## config.mk

```make
export PLATFORM = sky130hd
export DESIGN_NAME = bus_demux2_resp
export DESIGN_NICKNAME = d
export VERILOG_FILES = /design/src/rtl/bus_demux2_resp.sv
export SDC_FILE = /design/constraint.sdc
export NUM_CORES = 1
export LEC_CHECK = 0
export ABC_CLOCK_PERIOD_IN_PS = 2620
export BUFFER_PORTS_ARGS = -buffer_cell sky130_fd_sc_hd__clkbuf_2
export CAP_MARGIN = 15
export CORE_MARGIN = 2
export CORE_UTILIZATION = 51
export CTS_CLUSTER_DIAMETER = 30
export DETAILED_ROUTE_END_ITERATION = 10
export GPL_TIMING_DRIVEN = 0
export PLACE_DENSITY_LB_ADDON = 0.2
export SLEW_MARGIN = 20
export SYNTH_ARGS = -nofsm -noshare
export SYNTH_HDL_FRONTEND = slang
export SYNTH_SLANG_ARGS = --single-unit
```

## constraint.sdc

```tcl
create_clock -name clk -period 2.62 [get_ports clk]
set_input_delay 0.262 -clock clk [delete_from_list [all_inputs] [get_ports clk]]
set_output_delay 0.262 -clock clk [all_outputs]
set_load 0.05 [all_outputs]
```

## src/rtl/bus_demux2_resp.sv

```systemverilog
// Steers one master bus request to slave s0 or s1 by address bit SEL_BIT and returns rdata/ack.
// Latency: request accepted at edge N, slave req high from N, m_ack high N+2..N+3 at the earliest.
// Backpressure: one transaction in flight; m_req is ignored while busy and waits on the target ack.
// Optional: define TIMEOUT_EN to end a stalled access with m_err after TIMEOUT_CYCLES cycles.
module bus_demux2_resp #(
    parameter int ADDRESS_BUS_WIDTH = 16,
    parameter int DATA_BUS_WIDTH    = 16,
    parameter int SEL_BIT           = ADDRESS_BUS_WIDTH - 1,
    parameter int TIMEOUT_CYCLES    = 15
) (
    input  logic                         clk,
    input  logic                         rst_n,
    // master side
    input  logic                         m_req,
    input  logic                         m_we,
    input  logic [ADDRESS_BUS_WIDTH-1:0] m_addr,
    input  logic [DATA_BUS_WIDTH-1:0]    m_wdata,
    output logic                         m_ack,
    output logic [DATA_BUS_WIDTH-1:0]    m_rdata,
    output logic                         m_err,
    output logic                         busy,
    // slave 0
    output logic                         s0_req,
    output logic                         s0_we,
    output logic [ADDRESS_BUS_WIDTH-1:0] s0_addr,
    output logic [DATA_BUS_WIDTH-1:0]    s0_wdata,
    input  logic                         s0_ack,
    input  logic [DATA_BUS_WIDTH-1:0]    s0_rdata,
    // slave 1
    output logic                         s1_req,
    output logic                         s1_we,
    output logic [ADDRESS_BUS_WIDTH-1:0] s1_addr,
    output logic [DATA_BUS_WIDTH-1:0]    s1_wdata,
    input  logic                         s1_ack,
    input  logic [DATA_BUS_WIDTH-1:0]    s1_rdata
);

    typedef enum logic [1:0] {
        ST_IDLE   = 2'd0,
        ST_ACCESS = 2'd1,
        ST_DONE   = 2'd2
    } state_t;

    state_t                         r_state;
    logic                           r_target;
    logic                           r_we;
    logic                           r_ack;
    logic                           r_busy;
    logic [DATA_BUS_WIDTH-1:0]      r_rdata;
    logic                           r_s0_req;
    logic                           r_s0_we;
    logic [ADDRESS_BUS_WIDTH-1:0]   r_s0_addr;
    logic [DATA_BUS_WIDTH-1:0]      r_s0_wdata;
    logic                           r_s1_req;
    logic                           r_s1_we;
    logic [ADDRESS_BUS_WIDTH-1:0]   r_s1_addr;
    logic [DATA_BUS_WIDTH-1:0]      r_s1_wdata;

    logic                           w_tgt_ack;
    logic [DATA_BUS_WIDTH-1:0]      w_tgt_rdata;
    logic                           w_sel;

`ifdef TIMEOUT_EN
    localparam int CNT_W = $clog2(TIMEOUT_CYCLES + 1);
    logic [CNT_W-1:0]               r_cnt;
    logic                           r_err_pend;
    logic                           r_err;
`endif

    // Only the selected slave's ack/rdata can complete an access; the other is ignored.
    assign w_tgt_ack   = r_target ? s1_ack   : s0_ack;
    assign w_tgt_rdata = r_target ? s1_rdata : s0_rdata;
    assign w_sel       = m_addr[SEL_BIT];

    // Transaction FSM with all master/slave outputs registered.
    // m_ack is launched on the edge leaving DONE, giving the 2-cycle minimum request-to-ack.
    always_ff @(posedge clk or negedge rst_n) begin
        if (!rst_n) begin
            r_state    <= ST_IDLE;
            r_target   <= 1'b0;
            r_we       <= 1'b0;
            r_ack      <= 1'b0;
            r_busy     <= 1'b0;
            r_rdata    <= '0;
            r_s0_req   <= 1'b0;
            r_s0_we    <= 1'b0;
            r_s0_addr  <= '0;
            r_s0_wdata <= '0;
            r_s1_req   <= 1'b0;
            r_s1_we    <= 1'b0;
            r_s1_addr  <= '0;
            r_s1_wdata <= '0;
`ifdef TIMEOUT_EN
            r_cnt      <= '0;
            r_err_pend <= 1'b0;
            r_err      <= 1'b0;
`endif
        end else begin
            r_ack <= 1'b0;
`ifdef TIMEOUT_EN
            r_err <= 1'b0;
`endif
            case (r_state)
                ST_IDLE: begin
                    if (m_req) begin
                        r_target <= w_sel;
                        r_we     <= m_we;
                        r_busy   <= 1'b1;
                        r_state  <= ST_ACCESS;
                        // Drive the chosen slave, hold the other at zero.
                        r_s0_req   <= !w_sel;
                        r_s0_we    <= !w_sel ? m_we    : 1'b0;
                        r_s0_addr  <= !w_sel ? m_addr  : '0;
                        r_s0_wdata <= !w_sel ? m_wdata : '0;
                        r_s1_req   <= w_sel;
                        r_s1_we    <= w_sel ? m_we    : 1'b0;
                        r_s1_addr  <= w_sel ? m_addr  : '0;
                        r_s1_wdata <= w_sel ? m_wdata : '0;
`ifdef TIMEOUT_EN
                        r_cnt      <= '0;
                        r_err_pend <= 1'b0;
`endif
                    end
                end
                ST_ACCESS: begin
                    if (w_tgt_ack) begin
                        if (!r_we) begin
                            r_rdata <= w_tgt_rdata;
                        end
                        r_s0_req <= 1'b0;
                        r_s1_req <= 1'b0;
                        r_state  <= ST_DONE;
`ifdef TIMEOUT_EN
                    // An ack on the same edge takes priority over the timeout.
                    end else if (r_cnt == CNT_W'(TIMEOUT_CYCLES - 1)) begin
                        r_s0_req   <= 1'b0;
                        r_s1_req   <= 1'b0;
                        r_err_pend <= 1'b1;
                        r_state    <= ST_DONE;
                    end else begin
                        r_cnt <= r_cnt + CNT_W'(1);
`endif
                    end
                end
                ST_DONE: begin
                    r_ack   <= 1'b1;
                    r_busy  <= 1'b0;
                    r_state <= ST_IDLE;
`ifdef TIMEOUT_EN
                    r_err   <= r_err_pend;
`endif
                end
                default: begin
                    r_state <= ST_IDLE;
                end
            endcase
        end
    end

    assign m_ack    = r_ack;
    assign m_rdata  = r_rdata;
    assign busy     = r_busy;
    assign s0_req   = r_s0_req;
    assign s0_we    = r_s0_we;
    assign s0_addr  = r_s0_addr;
    assign s0_wdata = r_s0_wdata;
    assign s1_req   = r_s1_req;
    assign s1_we    = r_s1_we;
    assign s1_addr  = r_s1_addr;
    assign s1_wdata = r_s1_wdata;

`ifdef TIMEOUT_EN
    assign m_err = r_err;
`else
    assign m_err = 1'b0;
`endif

endmodule

```

; Yosys cells after proc, flatten, opt, wreduce, memory -nomap -nowiden
; Cells that the tools add are included.
[op_classes]
bitwise_logic = 1
reduce_logical = 9
n_eq_ne = 4
mux = 19
[op_table]
columns = operator, count
row1 = 16-bit two-way mux, 4
row2 = 15-bit two-way mux, 1
row3 = 1-bit two-way mux, 8
row4 = 1-bit case mux with 2 select lines, 3
row5 = 2-bit AND reduction, 3
row6 = 3-bit AND reduction, 2
row7 = 2-bit two-way mux, 2
row8 = 2-bit inequality test (second input constant), 2
row9 = 2-bit case mux with 2 select lines, 1
row10 = 2-bit nonzero test, 2
row11 = 2-bit by 1-bit equality test with 1-bit output (second input constant), 1
row12 = 2-bit equality test (second input constant), 1
row13 = 2-bit logical NOT, 1
row14 = 1-bit logical NOT, 1
row15 = 1-bit inverter, 1
[word_totals]
regBits = 90
in_bits = 70
output_inout_bits = 87
word_cells = 47

; Logic depth before layout (Yosys ltp)
; Gate-level depths: netlist (run 1).
[logic_depth]
ltp_word = 3
ltp_mapped = 6
ltp_nobuf = 3

; Worst setup path after synthesis (run 1)
; No wires, ideal clock.
[synth_timing]
kind = flip-flop to flip-flop
from = reg r_state[0]
to = reg r_s1_addr[2] (netlist: s1_addr[2])
arrival_time_ns = 1.320
setup_time_ns = 0.132
period_less_slack_ns = 1.453
path_stages_with_launch = 7
t_required_ns = 2.488
path_buffers = 3
setup_slack_ns = 1.167
path_cell_list = dfrtp_1 > or3b_1 > buf_6 > buf_6 > buf_2 > nand2_1 > o21ai_1
[synth_between]
elab_chain_len = 2
[synth_rtl]
columns = item, line
row1 = "start, declared", 44  ; state_t r_state;
row2 = "start signal, assigned", 79  ; r_state <= ST_IDLE;
row3 = "start signal, assigned", 109  ; r_state <= ST_ACCESS;
row4 = "start signal, assigned", 132  ; r_state <= ST_DONE;
row5 = 2-bit logical NOT, 103  ; case (r_state)
row6 = 2-bit AND reduction (no line), n/a
row7 = "end signal, assigned", 117  ; r_s1_addr <= w_sel ? m_addr : '0;
row8 = "end, declared", 56  ; logic [ADDRESS_BUS_WIDTH-1:0] r_s1_addr;
; Every way passes these cells.
; A chain may end at the register's enable or synchronous reset.

; Worst setup path after layout (run 1)
[layout_timing]
from = reg r_state[0]
to = reg r_s1_addr[3] (netlist: s1_addr[3])
; Same word-level chain as after synthesis.

==> results of run 1 <==
==> final cells by class <==
| cell class | count | share of cell area (%) |
|---|---|---|
| multi-input combinational | 258 | 26.4 |
| timing repair buffer | 154 | 16.3 |
| buffer | 33 | 3.86 |
| inverter | 2 | 0.156 |
| tap | 96 | 2.50 |
| sequential | 88 | 45.9 |
| clock buffer | 10 | 2.66 |
| clock inverter | 6 | 2.24 |
==> registers in the layout (all words and copies together) (netlist names) <==
register  flops
busy          1
m_ack         1
m_rdata      16
r_state       2
r_target      1
r_we          1
s0_addr      15
s0_req        1
s0_wdata     16
s0_we         1
s1_addr      15
s1_req        1
s1_wdata     16
s1_we         1
==> worst min-delay path by stage <==
stage,start,to,depth (start not counted)
2_1_floorplan,rst_n,busy,0
3_3_place_gp,s1_addr[14],s1_addr[14],2
3_5_place_dp,rst_n,m_ack,1
4_1_cts,m_wdata[6],s1_wdata[6],3
5_1_grt,m_addr[9],s1_addr[9],3
6_report,m_addr[2],s1_addr[2],3
==> per-stage QoR <==
step | utilization (%) | setup slack, ns | area (sq um)
2_1_floorplan | - | 1.17 | 3660
3_3_place_gp | 66.2 | 0.325 | 4550
3_5_place_dp | 66.3 | 0.994 | 4560
4_1_cts | 69.9 | 0.984 | 4800
5_1_grt | 69.9 | 0.895 | 4800
6_report | 69.9 | 0.994 | 4800
==> worst max-delay path, delay by kind of cell, from the launching register on <==
family | cells | cell delay [ns]
flops | 1 | 0.43
simple gates | 2 | 0.52
compound gates | 1 | 0.06
buf+inv | 3 | 0.49
==> layer usage <==
| metal | vias up | GRT usage (%) | part of all wire, % |
|---|---|---|---|
| li1 | 1593 | - | - |
| met1 | 1588 | 32.9 | 43 |
| met2 | 141 | 42.1 | 48 |
| met3 | 10 | 5.13 | 7.5 |
| met4 | 0 | 8.54 | 1.2 |
| met5 | - | 0 | 0 |
==> cell families (layout without fill, tap and decap cells) <==
kind of cell / count (synthesis) / in the layout / synth area share [%]
AO/OA/AOI/OAI: 100 / 100 / 14.3
buffers and inverters: 35 / 205 / 5.27
flip-flops: 88 / 88 / 60.2
multiplexers: 20 / 20 / 5.64
other: 1 / 2 / 0.103
AND/OR/NAND/NOR: 136 / 136 / 14.5
==> cells in the final DEF, fill, tap and decap left out, drive strengths merged <==
| cell | instances |
|---|---|
| nor2b | 1 |
| dlygate4sd3 | 1 |
| o22ai | 2 |
| a31oi | 16 |
| inv | 1 |
| bufinv | 3 |
| buf | 16 |
| o21ai | 66 |
| nor2 | 1 |
| mux2 | 2 |
| a21oi | 16 |
| nor3b | 2 |
| or3b | 1 |
| clkinv | 3 |
| dfrtp | 88 |
| clkinvlp | 1 |
| nand2 | 131 |
| conb | 2 |
| clkbuf | 180 |
| mux2i | 18 |
==> run metrics, run 1 <==
status=completed; CTS Hold Bufs=1; Final Max Tran Viols=0; first-pass GRT wire length=15000 um; Post-CTS Setup Bufs=0; CORE AREA=around 0.0069 sq mm; asr flop ratio synth=100%; number of global-route vias before repair=3161; DR iter-0 viols=180; Buffers on Ports=~150; drt wl/cell=about 15 um; sequential cell area fraction in the yosys report=60.2%; Die H=88.7 um; Final GP Congestion=between 0.8 and 0.9; via count=3332; # DRC=0; final worst path period share=62.1%; r2r startpoint=r_state[0]; CP required=approximately 2.8 ns; Distinct cells, synth=22; via/cell ratio=a little over 5; FF-to-FF setup slack=roughly 1 ns; antenna violations before repair=0; accumulated negative setup slack=0 ns; leading area contributor after synthesis=dfrtp_1; H-tree levels=3; Slowest cell on crit path=or3b_1; Least-Margin Pin Slew=roughly 0.68 ns; Min-Delay Path Class=in2reg; Die ar.=0.00787 sq mm; CP dominant cell by count=buf_6; Multi-input gate area=between 0.001 and 0.0015 sq mm; Fillers=584; RSZ-0062 raised after global routing=no; gr ovfl total=0; number of synthesized flops with an enable pin=0; Final HPWL DP=a little over 7000 um; clock buffer count from CTS=9; final WL=around 9700 um; fin cells=~650; worst stage delay on the critical path=0.44 ns; clock sinks=88; clk buf depth=2; Critical Path Fanout Max=10; Final setup viols=0; Mapped Cells=380; critical path class=reg2reg; cell area after synthesis=0.00366 sq mm; TritonCTS clock tree=built; Worst Setup EP=s1_addr[3]; pin count of the biggest net entering global routing=between 80 and 90; CP Cell Sequence=or3b_1, buf_6, buf_6, buf_2, nand2_1, o21ai_1; all-layer global routing usage=between 20 and 30%; Ant. Diodes=0; clock latency on the worst-skew pair=about 0.35 ns; share of layout cells above drive strength 1=between 30% and 40%; maxcap violations=0; Post-synth top cells=131 x nand2_1, 88 x dfrtp_1, 35 x o21ai_0, 31 x o21ai_1, 18 x mux2i_1; crit path time final=~1.6 ns; syn avg cell area=between 9 and 10 sq um; yosys warns=0; placed cells=630; Pre-antenna DRT Iters=4; R2R cell count=6; Slew HR=around 55%; Fin. Hold Viols=0; Main synth FF type=dfrtp_1; top cells by area, synth=dfrtp_1 60%, nand2_1 13%, mux2i_1 4.9%, o21ai_0 4.8%, o21ai_1 4.2%; Antenna Nets Post-Route=0; NumNets Final=616; startpoint types=register; Initial Util=a little over half; FF+latch count, synth=88; Top Ports=around 160; Die Width=88.7 um; post-cts sizing count=0; Final Hold Slack=0.141 ns; root buffer cell=clkbuf_8; skew final=0.00794 ns; crit path DAT=1.84 ns; Clock transition at path regs=0.09 ns; Fmax achieved=615 MHz; beginning of the critical path=r_state[0]; Rows=30; reg-to-reg endpoint=s1_addr[3]; Synth top area share=between 60% and 70%; Area Overhead vs Synth=31.3%; register area=0.00220 sq mm; count leader, synth=nand2_1; Crit. End Element=register
Power of run 1 is not shown: default switching activity piles up to over one toggle a cycle in this logic, so the estimate is an artifact.
==> run 2, diff against run 1 <==
--- a/config.mk
+++ b/config.mk
@@ -5,11 +5,11 @@
 export SDC_FILE = /design/constraint.sdc
 export NUM_CORES = 1
 export LEC_CHECK = 0
-export ABC_CLOCK_PERIOD_IN_PS = 2620
+export ABC_CLOCK_PERIOD_IN_PS = 1500
 export BUFFER_PORTS_ARGS = -buffer_cell sky130_fd_sc_hd__clkbuf_2
 export CAP_MARGIN = 15
 export CORE_MARGIN = 2
-export CORE_UTILIZATION = 51
+export CORE_UTILIZATION = 47
 export CTS_CLUSTER_DIAMETER = 30
 export DETAILED_ROUTE_END_ITERATION = 10
 export GPL_TIMING_DRIVEN = 0
==> constraint.sdc (replaced) <==
create_clock -name clk -period 1.5 [get_ports clk]
set_input_delay 0.15 -clock clk [delete_from_list [all_inputs] [get_ports clk]]
set_output_delay 0.15 -clock clk [all_outputs]
set_load 0.05 [all_outputs]
==> run 2 against run 1 <==
Core utilization shrank 6.6 points. Count of clock-buffer cells in the layout up 4. Worst hold slack got worse by 0.11 ns. Non-clock buffer count increased by 4. Critical path type unchanged. Clock skew grew 0.0016 ns. Flip-flop and latch count stayed put. Final cell count rose by 1.7%.
==> run metrics, run 2 (synthesis gave the netlist of run 1 again) <==
via/cell ratio=4.95 (-3.9%); crit path DAT=1.66 ns (-0.18 ns); maxcap violations=0 (unchanged); all-layer global routing usage=22.4% (-2.8 points); CP Cell Sequence=or3b_4, buf_8, buf_4, nand2_2, o22ai_1; FF-to-FF setup slack=0.05 ns (-0.95 ns); Critical Path Fanout Max=6 (-4); clk buf depth=2 (unchanged); Buffers on Ports=153 (unchanged); Rows=32 (+6.7%); RSZ-0062 raised after global routing=yes; Final Max Tran Viols=0 (unchanged); Ant. Diodes=0 (unchanged); clock buffer count from CTS=9 (unchanged); Final GP Congestion=0.769 (-4.4%); Slowest cell on crit path=or3b_4; most frequent cells in the layout=156 x clkbuf_2, 130 x nand2_1, 88 x dfrtp_1, 35 x o21ai_1, 31 x o21ai_0; CP required=1.71 ns (-1.13 ns); via count=3257 (-2.3%); Die H=92.2 um (+4.0%); commonest non-fill, non-tap cell in the layout=clkbuf_2; clock sinks=88 (unchanged); TritonCTS clock tree=built; first-pass GRT wire length=15000 um (-0.33%); Die ar.=0.00851 sq mm (+8.1%); Final HPWL DP=6870 um (-2.8%); skew final=0.00956 ns (+0.00162 ns); Initial Util=47.8% (-5.4 points); Crit. End Element=register; Fillers=676 (+16%); crit path time final=1.45 ns (-0.172 ns); Fin. Hold Viols=0 (unchanged); drt wl/cell=14.3 um (-4.3%); Top Ports=157 (unchanged); Fmax achieved=688 MHz (+12%); pin count of the biggest net entering global routing=89 (unchanged); root buffer cell=clkbuf_8; accumulated negative setup slack=0 ns (unchanged); NumNets Final=621 (+0.81%); final worst path period share=96.9% (+35 points); Antenna Nets Post-Route=0 (unchanged); antenna violations before repair=0 (unchanged); status=completed; # DRC=0 (unchanged); CORE AREA=0.00765 sq mm (+11%); clock latency on the worst-skew pair=0.34 ns (about the same); critical path class=reg2reg; startpoint types=register; share of layout cells above drive strength 1=36.3% (+2.4 points); Final setup viols=0 (unchanged); worst stage delay on the critical path=0.47 ns (+0.03 ns); Clock transition at path regs=0.09 ns (about the same); Area Overhead vs Synth=32.4%; gr ovfl total=0 (unchanged); Least-Margin Pin Slew=0.690 ns (+0.0106 ns); Slew HR=54.0% (-0.71 points); H-tree levels=3 (unchanged); final WL=9420 um (-2.6%); Die Width=92.2 um (+4.0%); Pre-antenna DRT Iters=4 (unchanged); Min-Delay Path Class=in2reg; DR iter-0 viols=132 (-27%); number of global-route vias before repair=3152 (-0.28%)
## run 2: cell count changes in the layout (fill, tap and decap cells not counted), sizes merged
cell,delta
buf,+7
bufinv,-3
clkbuf,+1
clkinv,-1
or3b,+1
## run 2: through the flow
stage          cell area (sq um)  instances  utilization [%]  worst slack (ns)  hold WS [ns]
3_3_place_gp                4560        636             59.6            -0.683         0.388
4_1_cts                     4800        656             62.7            0.0233        0.0214
2_1_floorplan               3660        381                -            0.0475        -0.146
6_report                    4840        658             63.3            0.0463        0.0293
5_1_grt                     4840        658             63.3          -0.00391        0.0298
3_5_place_dp                4560        636             59.7            -0.131         0.256
## run 2: timing repair
item | in CTS | in global routing
endpoints found under the hold margin | 88 | 0
hold buffers | 1 | 0
setup buffers | 4 | 1
pin swaps | 0 | 1
gates cloned | 0 | 1
endpoints found under the setup margin | 69 | 26
resized for setup | 8 | 26
## run 2: critical path, delay by kind of cell, from the launching register on
| kind | cells | cell delay (ns) |
|---|---|---|
| flops | 1 | 0.43 |
| simple gates | 2 | 0.53 |
| compound gates | 1 | 0.06 |
| buf+inv | 2 | 0.31 |
## run 2: worst paths after layout
check / startpoint / end / cells past startpoint
min: m_wdata[6] / s1_wdata[6] / 3
max reg2reg: r_state[1] / s0_req / 5
max in group asynchronous: rst_n / s1_we / 2
min in group asynchronous: rst_n / s0_wdata[5] / 2
min reg2reg: s0_wdata[0] / s0_wdata[0] / 2
max: r_state[1] / s0_req / 5
## run 2: area by class of cell
type | instances | area, sq um | share of cell area (%)
tap | 102 | 128 | 2.63
clock inverter | 2 | 12.5 | 0.258
sequential | 88 | 2200 | 45.5
clock buffer | 14 | 173 | 3.56
buffer | 32 | 205 | 4.24
multi-input combinational | 259 | 1290 | 26.7
timing repair buffer | 159 | 822 | 17.0
inverter | 2 | 7.51 | 0.155
## run 2: metal layers
layer / global-route usage, % / wire, um / vias up / part of all wire (%)
met5: 0 / 0 / - / 0
met4: 7.21 / 98 / 0 / 1.0
met3: 5.18 / 668 / 9 / 7.1
met2: 38.4 / 4590 / 104 / 49
met1: 28.2 / 4060 / 1533 / 43
li1: - / - / 1611 / -
Power of run 2 is left out for the same reason.
==> run 3, diff against run 2 <==
--- a/config.mk
+++ b/config.mk
@@ -5,6 +5,7 @@
 export SDC_FILE = /design/constraint.sdc
 export NUM_CORES = 1
 export LEC_CHECK = 0
+export ABC_AREA = 1
 export ABC_CLOCK_PERIOD_IN_PS = 1500
 export BUFFER_PORTS_ARGS = -buffer_cell sky130_fd_sc_hd__clkbuf_2
 export CAP_MARGIN = 15
==> run 3 against run 2 <==
Global-route usage barely moved. Routed wire length fell by 5.7%. Worst setup slack improved by 0.040 ns. Final cell count rose by 2.0%. Synthesized area fell by 1.8%. Flip-flop and latch count did not move. Core utilization rose by 1.5 points. Via count fell by 3.6%. Die area fell by 1.7%. Non-clock buffer count fell by 10.
==> run metrics, run 3 <==
commonest non-fill, non-tap cell in the layout=clkbuf_2; via/cell ratio=4.68 (-5.5%); crit path time final=1.41 ns (-0.0400 ns); Rows=31 (-3.1%); Crit path max-delay family=flip-flops; maxcap violations=0 (unchanged); Buffers on Ports=154 (+0.65%); area post-placement=0.00450 sq mm (-1.4%); Min-Delay Path Class=in2reg; r2r startpoint=r_state[1]; Min-Delay Endpoint=s1_addr[7]; critical path class=reg2reg; all-layer global routing usage=22.5% (+0.043 points); Clock transition at path regs=0.09 ns (about the same); CP required=1.75 ns (+0.04 ns); Final Max Tran Viols=0 (unchanged); hold depth=3 (unchanged); Post-synth top cells=155 x nand2_1, 88 x dfrtp_1, 58 x o21ai_0, 34 x inv_1, 16 x nand4_1; worst stage delay on the critical path=0.42 ns (-0.05 ns); sequential cell area fraction in the yosys report=61.3% (+1.1 points); buffers and inverters on the worst path=2 (unchanged); crit path DAT=1.66 ns (about the same); Main synth FF type=dfrtp_1; final worst path period share=94.3% (-2.7 points); via count=3139 (-3.6%); number of synthesized flops with an enable pin=0 (unchanged); share of layout cells above drive strength 1=35.5% (-0.84 points); R2R cell count=6 (+1); Critical Path Fanout Max=10 (+4); antenna violations before repair=0 (unchanged); Crit. End Element=register; Distinct cells, synth=20 (-9.1%); # DRC=0 (unchanged); Synth top area share=61.3% (+1.1 points); syn avg cell area=9.05 sq um (-6.0%); Pre-antenna DRT Iters=4 (unchanged); Final GP Congestion=0.775 (+0.70%); count leader, synth=nand2_1; Slew HR=54.8% (+0.82 points); drt wl/cell=13.2 um (-7.5%); reg-to-reg endpoint=s0_wdata[7]; Slowest cell on crit path=dfrtp_1; clock buffer count from CTS=9 (unchanged); H-tree levels=3 (unchanged); clk buf depth=2 (unchanged); yosys warns=0 (unchanged); Mapped Cells=397 (+4.5%); RSZ-0062 raised after global routing=no; asr flop ratio synth=100% (unchanged); Fmax achieved=707 MHz (+2.8%); Die H=91.4 um (-0.85%); gr ovfl total=0 (unchanged); FF+latch count, synth=88 (unchanged); first-pass GRT wire length=15000 um (-0.13%); Antenna Nets Post-Route=0 (unchanged); Die ar.=0.00836 sq mm (-1.7%); Top Ports=157 (unchanged); clock sinks=88 (unchanged); final instance area=0.00475 sq mm (-1.9%); NumNets Final=637 (+2.6%); Least-Margin Pin Slew=0.677 ns (-0.0123 ns); Area Overhead vs Synth=32.2%; Die Width=91.4 um (-0.85%); beginning of the critical path=r_state[1]; most frequent cells in the layout=157 x clkbuf_2, 154 x nand2_1, 88 x dfrtp_1, 55 x o21ai_0, 34 x inv_1; final WL=8880 um (-5.7%); TritonCTS clock tree=built; startpoint types=register; Fin. Hold Viols=0 (unchanged); Hold Crit Start=m_addr[7]; status=completed; Ant. Diodes=0 (unchanged); cell area after synthesis=0.00359 sq mm (-1.8%); DR iter-0 viols=220 (+67%); number of global-route vias before repair=3174 (+0.70%); CP Cell Sequence=inv_2, nand2_2, nor2_4, nand2_1, buf_2, o21ai_1; FF-to-FF setup slack=0.09 ns (+0.04 ns); Final HPWL DP=6480 um (-5.7%); leading area contributor after synthesis=dfrtp_1; pin count of the biggest net entering global routing=89 (unchanged); clock latency on the worst-skew pair=0.35 ns (about the same); CORE AREA=0.00733 sq mm (-4.1%); Final setup viols=0 (unchanged); Initial Util=49.0% (+1.2 points); root buffer cell=clkbuf_8; top cells by area, synth=dfrtp_1 61%, nand2_1 16%, o21ai_0 8.1%, inv_1 3.6%, nand4_1 2.8%; skew final=0.0103 ns (+0.000767 ns)
run 3: repair_timing:
| item | in CTS | in global routing |
|---|---|---|
| resized for setup | 0 | 9 |
| endpoints found under the hold margin | 88 | 0 |
| buffers inserted | 0 | 3 |
| hold buffers | 1 | 0 |
| setup endpoints to repair | 0 | 42 |
run 3: worst max path at each step:
| stage | endpoint | cells after the start |
|---|---|---|
| global route | s1_addr[2] | 8 |
| detailed placement | s0_wdata[7] | 6 |
| CTS | s1_addr[11] | 6 |
| floorplan | m_rdata[10] | 8 |
| global placement | s0_addr[4] | 1 |
| finish | s0_wdata[7] | 6 |
run 3: worst reg2reg max path, stage by stage, from the launching register on:
cell	delay, ns
dfrtp_1	0.42
inv_2	0.09
nand2_2	0.06
nor2_4	0.19
nand2_1	0.15
buf_2	0.21
o21ai_1	0.21
run 3: final cells by class:
class	instances	area (sq um)
fillers	658	2580
flip-flops and latches	88	2200
clock buffers	12	155
repair buffers	158	812
plain buffers	23	155
inverters	38	145
multi-input cells	249	1100
well taps	99	124
clock inverters	4	52.6
run 3: through the flow:
stage               setup WS, ns  instances  setup TNS [ns]  util, %  hold WS [ns]
global route            0.000370        671               0     64.8        0.0256
CTS                      0.00918        668               0     64.4        0.0230
floorplan                  0.245        398               0        -        -0.146
detailed placement     -0.000869        651       -0.000869     61.4         0.246
finish                    0.0862        671               0     64.8        0.0370
global placement          -0.693        651          -60.55     61.3         0.393
run 3: kinds of logic after synthesis:
group                  synth area share, %
AO/OA/AOI/OAI                         9.19
buffers and inverters                 8.32
flip-flops                            61.3
other                                0.104
AND/OR/NAND/NOR                       21.1
run 3: per-layer routing:
| metal | up-vias | global-route usage [%] | share of wire, % |
|---|---|---|---|
| met5 | - | 0 | 0 |
| met3 | 10 | 6.39 | 7.5 |
| li1 | 1583 | - | - |
| met4 | 0 | 7.58 | 1.5 |
| met1 | 1430 | 30.0 | 45 |
| met2 | 116 | 35.2 | 46 |
Power of run 3 is left out for the same reason.
